$ cat src/rtl/ram_arbiter.sv
// ----------------------------------------------------------------------------
// ram_arbiter
//
// Shares one asynchronous RAM (level-sensitive write enable, combinational
// read) between two requesters, A and B. Each requester raises req with its
// operation (we, adress, WD) and holds it until ack. One winner is chosen per
// transaction. For a write, the arbiter drives the RAM pins through a
// setup/strobe/hold sequence. For a read, it captures ram_Q into that
// requester's Q register. It then returns a one-cycle ack.
//
// Every output comes straight from a flop. ram_WE in particular is a
// register output, so it cannot glitch while the address or data change.
//
// Build option:
//   RAM_ARB_RR_EN  defined   : round-robin on ties (last granted loses).
//                  undefined : fixed priority, A always wins a tie. B can be
//                              starved while a_req stays high.
//
// Ports:
//   clk, rst_n           clock (rising edge), async active-low reset
//   a_req/a_we/a_adress/a_WD   requester A request, op, address, write data
//   a_ack, a_Q           A completion pulse and registered read data
//   b_*                  same set for requester B
//   ram_adress, ram_WD   RAM address / write data (change only on grant)
//   ram_WE               RAM write enable, one-cycle strobe
//   ram_Q                RAM combinational read data
//   busy                 high whenever the FSM is not in IDLE
// ----------------------------------------------------------------------------
module ram_arbiter #(
    parameter int AW = 8,
    parameter int DW = 8
) (
    input  logic          clk,
    input  logic          rst_n,

    input  logic          a_req,
    input  logic          a_we,
    input  logic [AW-1:0] a_adress,
    input  logic [DW-1:0] a_WD,
    output logic          a_ack,
    output logic [DW-1:0] a_Q,

    input  logic          b_req,
    input  logic          b_we,
    input  logic [AW-1:0] b_adress,
    input  logic [DW-1:0] b_WD,
    output logic          b_ack,
    output logic [DW-1:0] b_Q,

    output logic [AW-1:0] ram_adress,
    output logic [DW-1:0] ram_WD,
    output logic          ram_WE,
    input  logic [DW-1:0] ram_Q,

    output logic          busy
);

    localparam logic [2:0] IDLE    = 3'd0;
    localparam logic [2:0] SETUP   = 3'd1;
    localparam logic [2:0] STROBE  = 3'd2;
    localparam logic [2:0] HOLD    = 3'd3;
    localparam logic [2:0] CAPTURE = 3'd4;
    localparam logic [2:0] DONE    = 3'd5;

    logic [2:0]    state_reg, state_next;
    logic          op_we_reg;     // latched operation of the current winner
    logic          win_reg;       // current winner: 0 = A, 1 = B
    logic [AW-1:0] adr_reg;
    logic [DW-1:0] wd_reg;
    logic          ram_we_reg;
    logic          busy_reg;

    logic          any_req;
    logic          grant_b;       // winner chosen when IDLE sees a request

    assign any_req = a_req | b_req;

    // ------------------------------------------------------------------
    // Arbitration
    // ------------------------------------------------------------------
`ifdef RAM_ARB_RR_EN
    // last_reg = 1 means B was granted last. It resets to B so that A
    // wins the first tie.
    logic last_reg;

    // On a tie, B wins only when A was the last requester served.
    assign grant_b = b_req & (~a_req | ~last_reg);

    always_ff @(posedge clk or negedge rst_n) begin
        if (!rst_n) begin
            last_reg <= 1'b1;
        end else if (state_reg == IDLE && any_req) begin
            last_reg <= grant_b;
        end
    end
`else
    assign grant_b = b_req & ~a_req;
`endif

    // ------------------------------------------------------------------
    // Transaction sequencer
    // ------------------------------------------------------------------
    always_comb begin
        state_next = state_reg;
        case (state_reg)
            IDLE:    if (any_req) state_next = SETUP;
            SETUP:   state_next = op_we_reg ? STROBE : CAPTURE;
            STROBE:  state_next = HOLD;
            HOLD:    state_next = DONE;
            CAPTURE: state_next = DONE;
            DONE:    state_next = IDLE;
            default: state_next = IDLE;
        endcase
    end

    always_ff @(posedge clk or negedge rst_n) begin
        if (!rst_n) begin
            state_reg  <= IDLE;
            op_we_reg  <= 1'b0;
            win_reg    <= 1'b0;
            adr_reg    <= '0;
            wd_reg     <= '0;
            ram_we_reg <= 1'b0;
            busy_reg   <= 1'b0;
        end else begin
            state_reg <= state_next;
            // Registered from the next state, so the strobe is high for
            // exactly the STROBE cycle and busy is low for exactly IDLE.
            ram_we_reg <= (state_next == STROBE);
            busy_reg   <= (state_next != IDLE);
            // Address and data are loaded only on a grant. They stay put
            // through setup, strobe and hold.
            if (state_reg == IDLE && any_req) begin
                win_reg   <= grant_b;
                op_we_reg <= grant_b ? b_we     : a_we;
                adr_reg   <= grant_b ? b_adress : a_adress;
                wd_reg    <= grant_b ? b_WD     : a_WD;
            end
        end
    end

    // ------------------------------------------------------------------
    // Per-requester ack pulse and read-data register. Port 0 is A and
    // port 1 is B. Only the current winner's registers ever change.
    // ------------------------------------------------------------------
    genvar gi;
    generate
        for (gi = 0; gi < 2; gi++) begin : g_port
            logic          ack_reg;
            logic [DW-1:0] q_reg;
            logic          is_win;

            assign is_win = (win_reg == 1'(gi));

            always_ff @(posedge clk or negedge rst_n) begin
                if (!rst_n) begin
                    ack_reg <= 1'b0;
                    q_reg   <= '0;
                end else begin
                    ack_reg <= (state_next == DONE) && is_win;
                    if (state_reg == CAPTURE && is_win) begin
                        q_reg <= ram_Q;
                    end
                end
            end
        end
    endgenerate

    assign a_ack      = g_port[0].ack_reg;
    assign a_Q        = g_port[0].q_reg;
    assign b_ack      = g_port[1].ack_reg;
    assign b_Q        = g_port[1].q_reg;
    assign ram_adress = adr_reg;
    assign ram_WD     = wd_reg;
    assign ram_WE     = ram_we_reg;
    assign busy       = busy_reg;

endmodule

$ cat config.mk
export PLATFORM = sky130hd
export DESIGN_NAME = ram_arbiter
export DESIGN_NICKNAME = d
export VERILOG_FILES = /design/src/rtl/ram_arbiter.sv
export SDC_FILE = /design/constraint.sdc
export NUM_CORES = 1
export LEC_CHECK = 0
export CAP_MARGIN = 0
export CORE_UTILIZATION = 44
export DETAILED_ROUTE_END_ITERATION = 10
export HOLD_SLACK_MARGIN = 0.1
export MAX_ROUTING_LAYER = met4
export PLACE_DENSITY = 0.92
export SLEW_MARGIN = 25
export SYNTH_ARGS = -nofsm -noshare
export SYNTH_HDL_FRONTEND = slang
export SYNTH_SLANG_ARGS = --single-unit
$ cat constraint.sdc
create_clock -name clk -period 4.15 [get_ports clk]
set_clock_uncertainty 0.05 [all_clocks]
set_input_delay 0.6225 -clock clk [delete_from_list [all_inputs] [get_ports clk]]
set_output_delay 0.6225 -clock clk [all_outputs]
set_load 0.005 [all_outputs]
==> results by group, run 1 <==
CTS
  • Total CTS buffers: 5
  • Clock Latency Late Sink: a little under 300 ps
  • H-Tree Depth: 2
  • Clock transition at path regs: approximately 70 ps
  • Root buf cell: clkbuf_8
  • Post-CTS Setup Inserts: 0
  • TritonCTS clock tree: built
  • Clock Sinks: 41
  • Hold buffers post-CTS: 0
  • Clock tree buffer depth: 2
  • Post-cts sizing count: 0

Power
  • Peak VDD IR: about 0.39 mV
  • Tot Pwr: around 1.8 mW
  • Cell Pwr Density: approximately 650 nW/um^2
  • Leakage: 1.12 nW

Run
  • Max_cap viols: 0

Yosys
  • Post-synthesis async set-or-reset flop share: 100%
  • Primary FF master, synth: dfrtp_1
  • Most frequent cell after synthesis: mux2_2
  • Syn Std Cell Area: between 1500 and 2000 um^2
  • Synth warn: 0
  • Area leader, netlist: dfrtp_1
  • EDFF count, synth: 0
  • Syn Inst Count: 118
  • Post-synthesis cell type count: 19
  • Yosys reg bits: just over 40
  • Sequential area share after synthesis: 57.1%
  • Synth top cells by count: mux2_2, dfrtp_1, nor2_1, nor2b_1
  • Syn Nets: 164
  • Post-synth top area share: a little under three fifths
  • Syn Area/Cell: 15.2 um^2
  • Area contributors post-synth: dfrtp_1, mux2_2, buf_6

Setup path
  • Reg2Reg Depth: 3
  • CP endpoint: ram_WD[2]
  • Crit path kind: input port to flop
  • Worst EP arrival: 2280 ps
  • Crit start category: input port
  • Max FO, Critical Path: 10
  • R2r setup slk: between 2000 and 2500 ps
  • Worst EP required: 4280 ps
  • Crit. End Element: flop
  • Critical R2R Launch: state_reg[0]
  • Crit path from: a_req
  • R2R Path End: ram_WD[2]

Placed design
  • Final HPWL DP: 2850 um
  • Port bufs: roughly 80
  • Place WS: about 1500 ps
  • Final RePlAce weighted congestion: around 0.73

Finish
  • Area growth from synthesis to layout: 51.5%
  • Core Util, Final: between 70% and 80%
  • Area occupied by multi-input gates: around 730 um^2
  • Fillers: around 270
  • Layout cells sized above 1: a little under a third
  • Final Net Count: roughly 250
  • Reg area: approximately 1000 um^2
  • Inserted Diodes: 0

STA
  • Period utilization: between 50% and 60%
  • Worst Max-Slew Pin Slew: slightly below 900 ps
  • RSZ-0062 raised after global routing: no
  • WHS: between 300 and 400 ps
  • Fin. max-slew vios: 0
  • Final worst slack: roughly 2000 ps
  • Final Hold Vio Count: 0
  • Maximum clock rate: 0.464 GHz
  • TNS Setup: 0 ps
  • Slew HR: 41.6%
  • Final min period: between 2000 and 2500 ps
  • Setup Viol. Count Final: 0

Routing
  • Avg Vias per Cell: 5.04
  • Drt drc: 0
  • Routed Wire Length: roughly 3800 um
  • DRT Pass-1 Iters: 4
  • Vias: between 1k and 1.5k
  • Antenna-violating nets left: 0
  • Avg WL per Cell: 14.9 um
  • Drt initial violations: 24

GRT
  • Number of global-route vias before repair: ~1.4k
  • Antenna violations before repair: 0
  • Global-route wire length before repair: ~6100 um
  • Grt ovf: 0
  • Tot GR Track Use: between 10% and 20%
  • Largest net degree at the start of global routing: 42

Status
  • Status: finished, final reports clean

Floorplanning
  • Site Rows: 22
  • Core area: approximately 3800 um^2
  • Full die area: approximately 4300 um^2
  • Die width: between 60 and 70 um
  • Initial Util: between 40% and 50%
  • IO Count: 82
  • Die Ht: approximately 66 um

Min path
  • Type of the worst min-delay path: input port to async pin
cell type report:
| cell class | instances | share of cell area (%) |
|---|---|---|
| clock buffer | 6 | 2.66 |
| timing repair buffer | 83 | 30.1 |
| clock inverter | 2 | 0.367 |
| inverter | 1 | 0.138 |
| sequential | 41 | 37.7 |
| tap | 48 | 2.20 |
| multi-input combinational | 71 | 26.8 |
through the flow:
| step | cells | cell area (um^2) |
|---|---|---|
| finish | 252 | 2720 |
| global placement | 243 | 2630 |
| detailed placement | 243 | 2630 |
| floorplan | 118 | 1800 |
| global route | 252 | 2720 |
| CTS | 251 | 2720 |
critical path: stages:
cell and delay, ps:
clkdlybuf4s50_1 500, nor2_1 80, nor4_4 430, buf_4 300
mux2_2 350
power by group:
group | leakage (nW) | internal (mW) | total, mW | switching (mW)
clock network | 0.0450 | 0.116 | 0.242 | 0.126
registers | 0.494 | 0.598 | 0.733 | 0.136
logic | 0.584 | 0.561 | 0.797 | 0.236
total | 1.12 | 1.27 | 1.77 | 0.498
worst min path at each step:
stage | from | to | cells after the start
finish | rst_n | a_Q[0] | 1
global route | rst_n | a_Q[0] | 1
CTS | rst_n | b_Q[3] | 1
detailed placement | ram_WD[3] | ram_WD[3] | 1
global placement | b_Q[1] | b_Q[1] | 1
floorplan | rst_n | a_Q[0] | 0
routing by layer:
layer | GRT usage (%) | wire length, um
met4 | 7.34 | 39
met1 | 19.6 | 1440
met5 | - | 0
met2 | 36.9 | 1980
met3 | 5.52 | 302
cell usage in the layout, fill, tap and decap left out, types with 2 or more instances in the layout:
master,n
o21ai_0,2
clkinv_2,2
mux2_2,51
nor2_1,4
buf_4,2
dfrtp_1,41
mux2i_1,2
clkdlybuf4s50_1,80
nor2b_1,3
clkbuf_8,5
cells by family (layout without fill, tap and decap cells):
kind of cell | count (synthesis) | in the layout | share of synthesized area [%]
flip-flops | 41 | 41 | 57.1
AO/OA/AOI/OAI | 3 | 3 | 0.974
AND/OR/NAND/NOR | 15 | 15 | 6.61
buffers and inverters | 6 | 92 | 2.30
multiplexers | 53 | 53 | 33.1
Note: power is estimated with default switching activity, not from simulation.
==> inputs of run 2 (changes only) <==
--- a/config.mk
+++ b/config.mk
@@ -6,11 +6,11 @@
 export NUM_CORES = 1
 export LEC_CHECK = 0
 export CAP_MARGIN = 0
-export CORE_UTILIZATION = 44
+export CORE_UTILIZATION = 41
 export DETAILED_ROUTE_END_ITERATION = 10
 export HOLD_SLACK_MARGIN = 0.1
 export MAX_ROUTING_LAYER = met4
-export PLACE_DENSITY = 0.92
+export PLACE_DENSITY = 0.87
 export SLEW_MARGIN = 25
 export SYNTH_ARGS = -nofsm -noshare
 export SYNTH_HDL_FRONTEND = slang
==> constraint.sdc (replaced) <==
create_clock -name clk -period 2.24 [get_ports clk]
set_clock_uncertainty 0.05 [all_clocks]
set_input_delay 0.336 -clock clk [delete_from_list [all_inputs] [get_ports clk]]
set_output_delay 0.336 -clock clk [all_outputs]
set_load 0.005 [all_outputs]
==> results by group, run 2 (synthesized netlist as in run 1, its figures left out) <==
Finish
  • Commonest non-fill, non-tap cell in the layout: clkdlybuf4s50_1
  • Core Util, Final: 66.6%
  • Inserted Diodes: 0
  • Most frequent cells in the layout: clkdlybuf4s50_1, mux2_2, dfrtp_1, clkbuf_8, nor2_1
  • Layout cells sized above 1: between 30% and 40%
  • Final Net Count: about 250
  • Post-Layout Cell Count: about 250
  • Area growth from synthesis to layout: 52.3%
  • Final instance area: around 2700 um^2

Placed design
  • Placed cells: around 250
  • Placed cell area: around 2700 um^2
  • Final RePlAce weighted congestion: 0.703
  • Port bufs: 81
  • Place WS: about 190 ps

Floorplanning
  • Site Rows: 23
  • IO Count: 82
  • Core area: ~4000 um^2
  • Die Ht: 68.2 um
  • Die width: between 60 and 70 um
  • Full die area: 4650 um^2
  • Initial Util: a little over two fifths

Power
  • Leakage: roughly 1.1 nW
  • Cell Pwr Density: between 1000 and 1500 nW/um^2
  • Peak VDD IR: around 0.6 mV

CTS
  • Clock Sinks: 41
  • Post-cts sizing count: 0
  • Clock tree buffer depth: 2
  • Post-CTS Setup Inserts: 0
  • Hold buffers post-CTS: 0
  • Total CTS buffers: 5
  • H-Tree Depth: 2
  • Root buf cell: clkbuf_8
  • TritonCTS clock tree: built
  • Clock Latency Late Sink: between 200 and 300 ps
  • Clock transition at path regs: ~70 ps

Status
  • Status: finished, final reports clean

STA
  • Setup Viol. Count Final: 0
  • Final min period: 1750 ps
  • TNS Setup: 0 ps
  • RSZ-0062 raised after global routing: no
  • Fin. max-slew vios: 0
  • Worst Max-Slew Pin Slew: about 870 ps
  • Final worst slack: roughly 490 ps
  • Maximum clock rate: 0.570 GHz
  • Period utilization: between 70 and 80%
  • Slew HR: 41.8%
  • Final Hold Vio Count: 0

Routing
  • Drt drc: 0
  • Drt initial violations: 55
  • Antenna-violating nets left: 0
  • Avg Vias per Cell: a little under 5
  • DRT Pass-1 Iters: 2
  • Routed Wire Length: 3790 um
  • Avg WL per Cell: 14.9 um
  • Vias: roughly 1.2k

GRT
  • Global-route wire length before repair: ~5900 um
  • Number of global-route vias before repair: 1,280
  • Tot GR Track Use: 17.9%
  • Grt ovf: 0
  • Largest net degree at the start of global routing: 42
  • Antenna violations before repair: 0

Setup path
  • Max FO, Critical Path: 18
  • Crit. End Element: flop
  • Worst EP arrival: about 1900 ps
  • Crit start category: input port
  • Crit path kind: input port to flop
  • Worst EP required: 2360 ps

Run
  • Max_cap viols: 0

Min path
  • Type of the worst min-delay path: input port to async pin
## run 2: changes by cell type in the layout (fill, tap and decap cells not counted)
cell	change
buf_4	-1
buf_12	+1
## run 2: worst paths after layout
path	start	end	slack, ps	depth (start not counted)
worst min-delay path	rst_n	ram_WD[7]	120	1
min in group clk	ram_WD[7]	ram_WD[7]	460	1
worst min register to register	ram_WD[7]	ram_WD[7]	460	1
max in group asynchronous	rst_n	b_Q[6]	1470	1
worst max register to register	state_reg[1]	b_Q[5]	500	3
worst max-delay path	b_req	ram_adress[4]	490	5
## run 2: layer usage
metal / track usage [%] / part of all wire, %
met1: 19.5 / 39
met2: 30.8 / 52
met3: 6.00 / 9.5
met4: 5.21 / 0
met5: - / 0
## run 2: area by class of cell
type / count / area [um^2]
clock buffers: 6 / 72.6
clock inverters: 2 / 10.0
fillers: 296 / 1380
inverters: 1 / 3.75
multi-input cells: 71 / 731
flip-flops and latches: 41 / 1030
well taps: 50 / 62.6
repair buffers: 83 / 833
## run 2: worst max-delay path, cell delays in order
cell and delay (ps):
clkdlybuf4s50_1 490, nor2b_1 240, buf_12 190, mux2_2 340
mux2_2 260
## run 2: power breakdown
group	total (mW)	internal, mW	switching, mW	leakage [nW]
clock network	0.439	0.216	0.224	0.0450
registers	1.34	1.11	0.237	0.494
logic	1.49	1.04	0.448	0.588
total	3.27	2.36	0.909	1.13
## run 2: stage by stage
stage                     hold slack [ps]  power, mW
after detailed placement              445       2.87
after global routing                  185       3.51
final                                 120       3.27
after floorplan                     -9.59       2.00
after global placement                427       2.78
after CTS                             145       3.33
==> inputs of run 3 (changes only) <==
==> constraint.sdc (replaced) <==
create_clock -name clk -period 1.72 [get_ports clk]
set_clock_uncertainty 0.05 [all_clocks]
set_input_delay 0.258 -clock clk [delete_from_list [all_inputs] [get_ports clk]]
set_output_delay 0.258 -clock clk [all_outputs]
set_load 0.005 [all_outputs]
==> results by group, run 3 (synthesized netlist as in run 1, its figures left out) <==
Status
  • Status: finished, final reports clean

Setup path
  • Crit path kind: input port to flop
  • Crit start category: input port
  • Worst EP required: around 1800 ps
  • Slowest cell delay on critical path: 480 ps
  • Max FO, Critical Path: 18
  • CP dominant cell by count: mux2_2
  • Worst EP arrival: about 1800 ps
  • R2r setup slk: ~80 ps
  • Reg2Reg Depth: 3
  • Critical R2R Launch: state_reg[0]
  • Crit path from: b_req
  • R2R Path End: a_Q[0]
  • Crit. End Element: flop
  • Crit path max-delay cell type: clkdlybuf4s50_1
  • CP Cell Sequence: clkdlybuf4s50_1 -> nor2b_1 -> buf_12 -> mux2_2 -> mux2_2

Power
  • Tot Pwr: between 4 and 5 mW
  • Cell Pwr Density: roughly 1600 nW/um^2
  • Leakage: about 1.2 nW
  • Peak VDD IR: a little under 1 mV

Placed design
  • Final HPWL DP: about 3200 um
  • Final RePlAce weighted congestion: about 0.74
  • Port bufs: 81

STA
  • RSZ-0062 raised after global routing: no
  • Period utilization: 97.2%
  • Setup Viol. Count Final: 0
  • Worst Max-Slew Pin Slew: roughly 480 ps
  • Final Hold Vio Count: 0
  • Final min period: 1670 ps
  • Fin. max-slew vios: 0
  • Slew HR: between 60 and 70%
  • Maximum clock rate: 0.598 GHz
  • WHS: around 440 ps

Floorplanning
  • Full die area: about 4700 um^2
  • Initial Util: 43.7%
  • Die Ht: 68.2 um
  • Die width: between 60 and 70 um
  • IO Count: 82
  • Core area: between 4000 and 5000 um^2
  • Site Rows: 23

CTS
  • Root buf cell: clkbuf_8
  • Total CTS buffers: 5
  • Clock Sinks: 41
  • Clock tree buffer depth: 2
  • Clock transition at path regs: 70 ps
  • Post-CTS Setup Inserts: 0
  • H-Tree Depth: 2
  • TritonCTS clock tree: built
  • Clock Latency Late Sink: roughly 280 ps

Finish
  • Commonest non-fill, non-tap cell in the layout: clkdlybuf4s50_1
  • Most frequent cells in the layout: clkdlybuf4s50_1, mux2_2, dfrtp_1, clkbuf_8, buf_4
  • Final Net Count: ~260
  • Inserted Diodes: 0
  • Layout cells sized above 1: about a third
  • Fillers: between 300 and 400
  • Area growth from synthesis to layout: 56.3%
  • Reg area: 1030 um^2
  • Area occupied by multi-input gates: between 700 and 800 um^2

Run
  • Max_cap viols: 0

Routing
  • Drt initial violations: 12
  • Vias: about 1.3k
  • Avg Vias per Cell: just under 5
  • Drt drc: 0
  • DRT Pass-1 Iters: 2
  • Antenna-violating nets left: 0
  • Routed Wire Length: 4090 um
  • Avg WL per Cell: between 15 and 20 um

GRT
  • Global-route wire length before repair: 5980 um
  • Largest net degree at the start of global routing: 23
  • Grt ovf: 0
  • Tot GR Track Use: a little under a fifth
  • Number of global-route vias before repair: between 1k and 1.5k
  • Antenna violations before repair: 0

Min path
  • Type of the worst min-delay path: input port to async pin
[run 3: changes by cell type in the layout (fill, tap and decap cells not counted), sizes merged]
cell / before / now
buf: 3 / 9
clkbuf: 6 / 7
dlygate4sd3: 0 / 1
clkinv: 2 / 0
[run 3: layout make-up]
class / instances / share of cell area (%)
Inverter: 1 / 0.134
Timing Repair Buffer: 90 / 32.1
Tap cell: 50 / 2.23
Sequential cell: 41 / 36.5
Clock buffer: 7 / 3.07
Multi-Input combinational cell: 71 / 26.0
[run 3: worst max path at each step]
stage | endpoint | slack, ps
6_report | ram_adress[4] | 50
4_1_cts | ram_adress[6] | 60
2_1_floorplan | ram_WD[4] | 70
3_3_place_gp | ram_adress[4] | -190
5_1_grt | a_Q[0] | 30
3_5_place_dp | ram_WD[3] | -240
[run 3: critical path: cells and delay by family]
family / cells / cell delay (ps)
buffers and inverters: 2 / 670
muxes: 2 / 620
and+or+nand+nor: 1 / 230
[run 3: what timing repair did]
item / 4_1_cts / 5_1_grt
hold buffers: 1 / 0
hold endpoints to repair: 21 / 0
gates resized for setup: 0 / 0
[run 3: report_power, final]
| group | switching [mW] | internal, mW |
|---|---|---|
| registers | 0.280 | 1.44 |
| clock network | 0.280 | 0.318 |
| logic | 0.637 | 1.43 |
| total | 1.20 | 3.19 |
[run 3: per-layer routing]
metal	GRT usage, %	vias to the layer above	wire, um
li1	-	595	-
met3	5.83	0	384
met2	35.2	61	2200
met5	-	-	0
met1	18.1	613	1510
met4	2.60	0	0
[run 3: metrics by stage]
step	instance area [um^2]	setup slack [ps]	setup TNS (ps)	utilization, %	cells
final	2810	48.7	0	68.3	260
after detailed placement	2710	-236	-3910	65.9	252
after CTS	2810	58.1	0	68.3	260
after global placement	2710	-192	-3120	65.9	252
after floorplan	1800	70.7	0	-	118
after global routing	2810	31.6	0	68.3	260
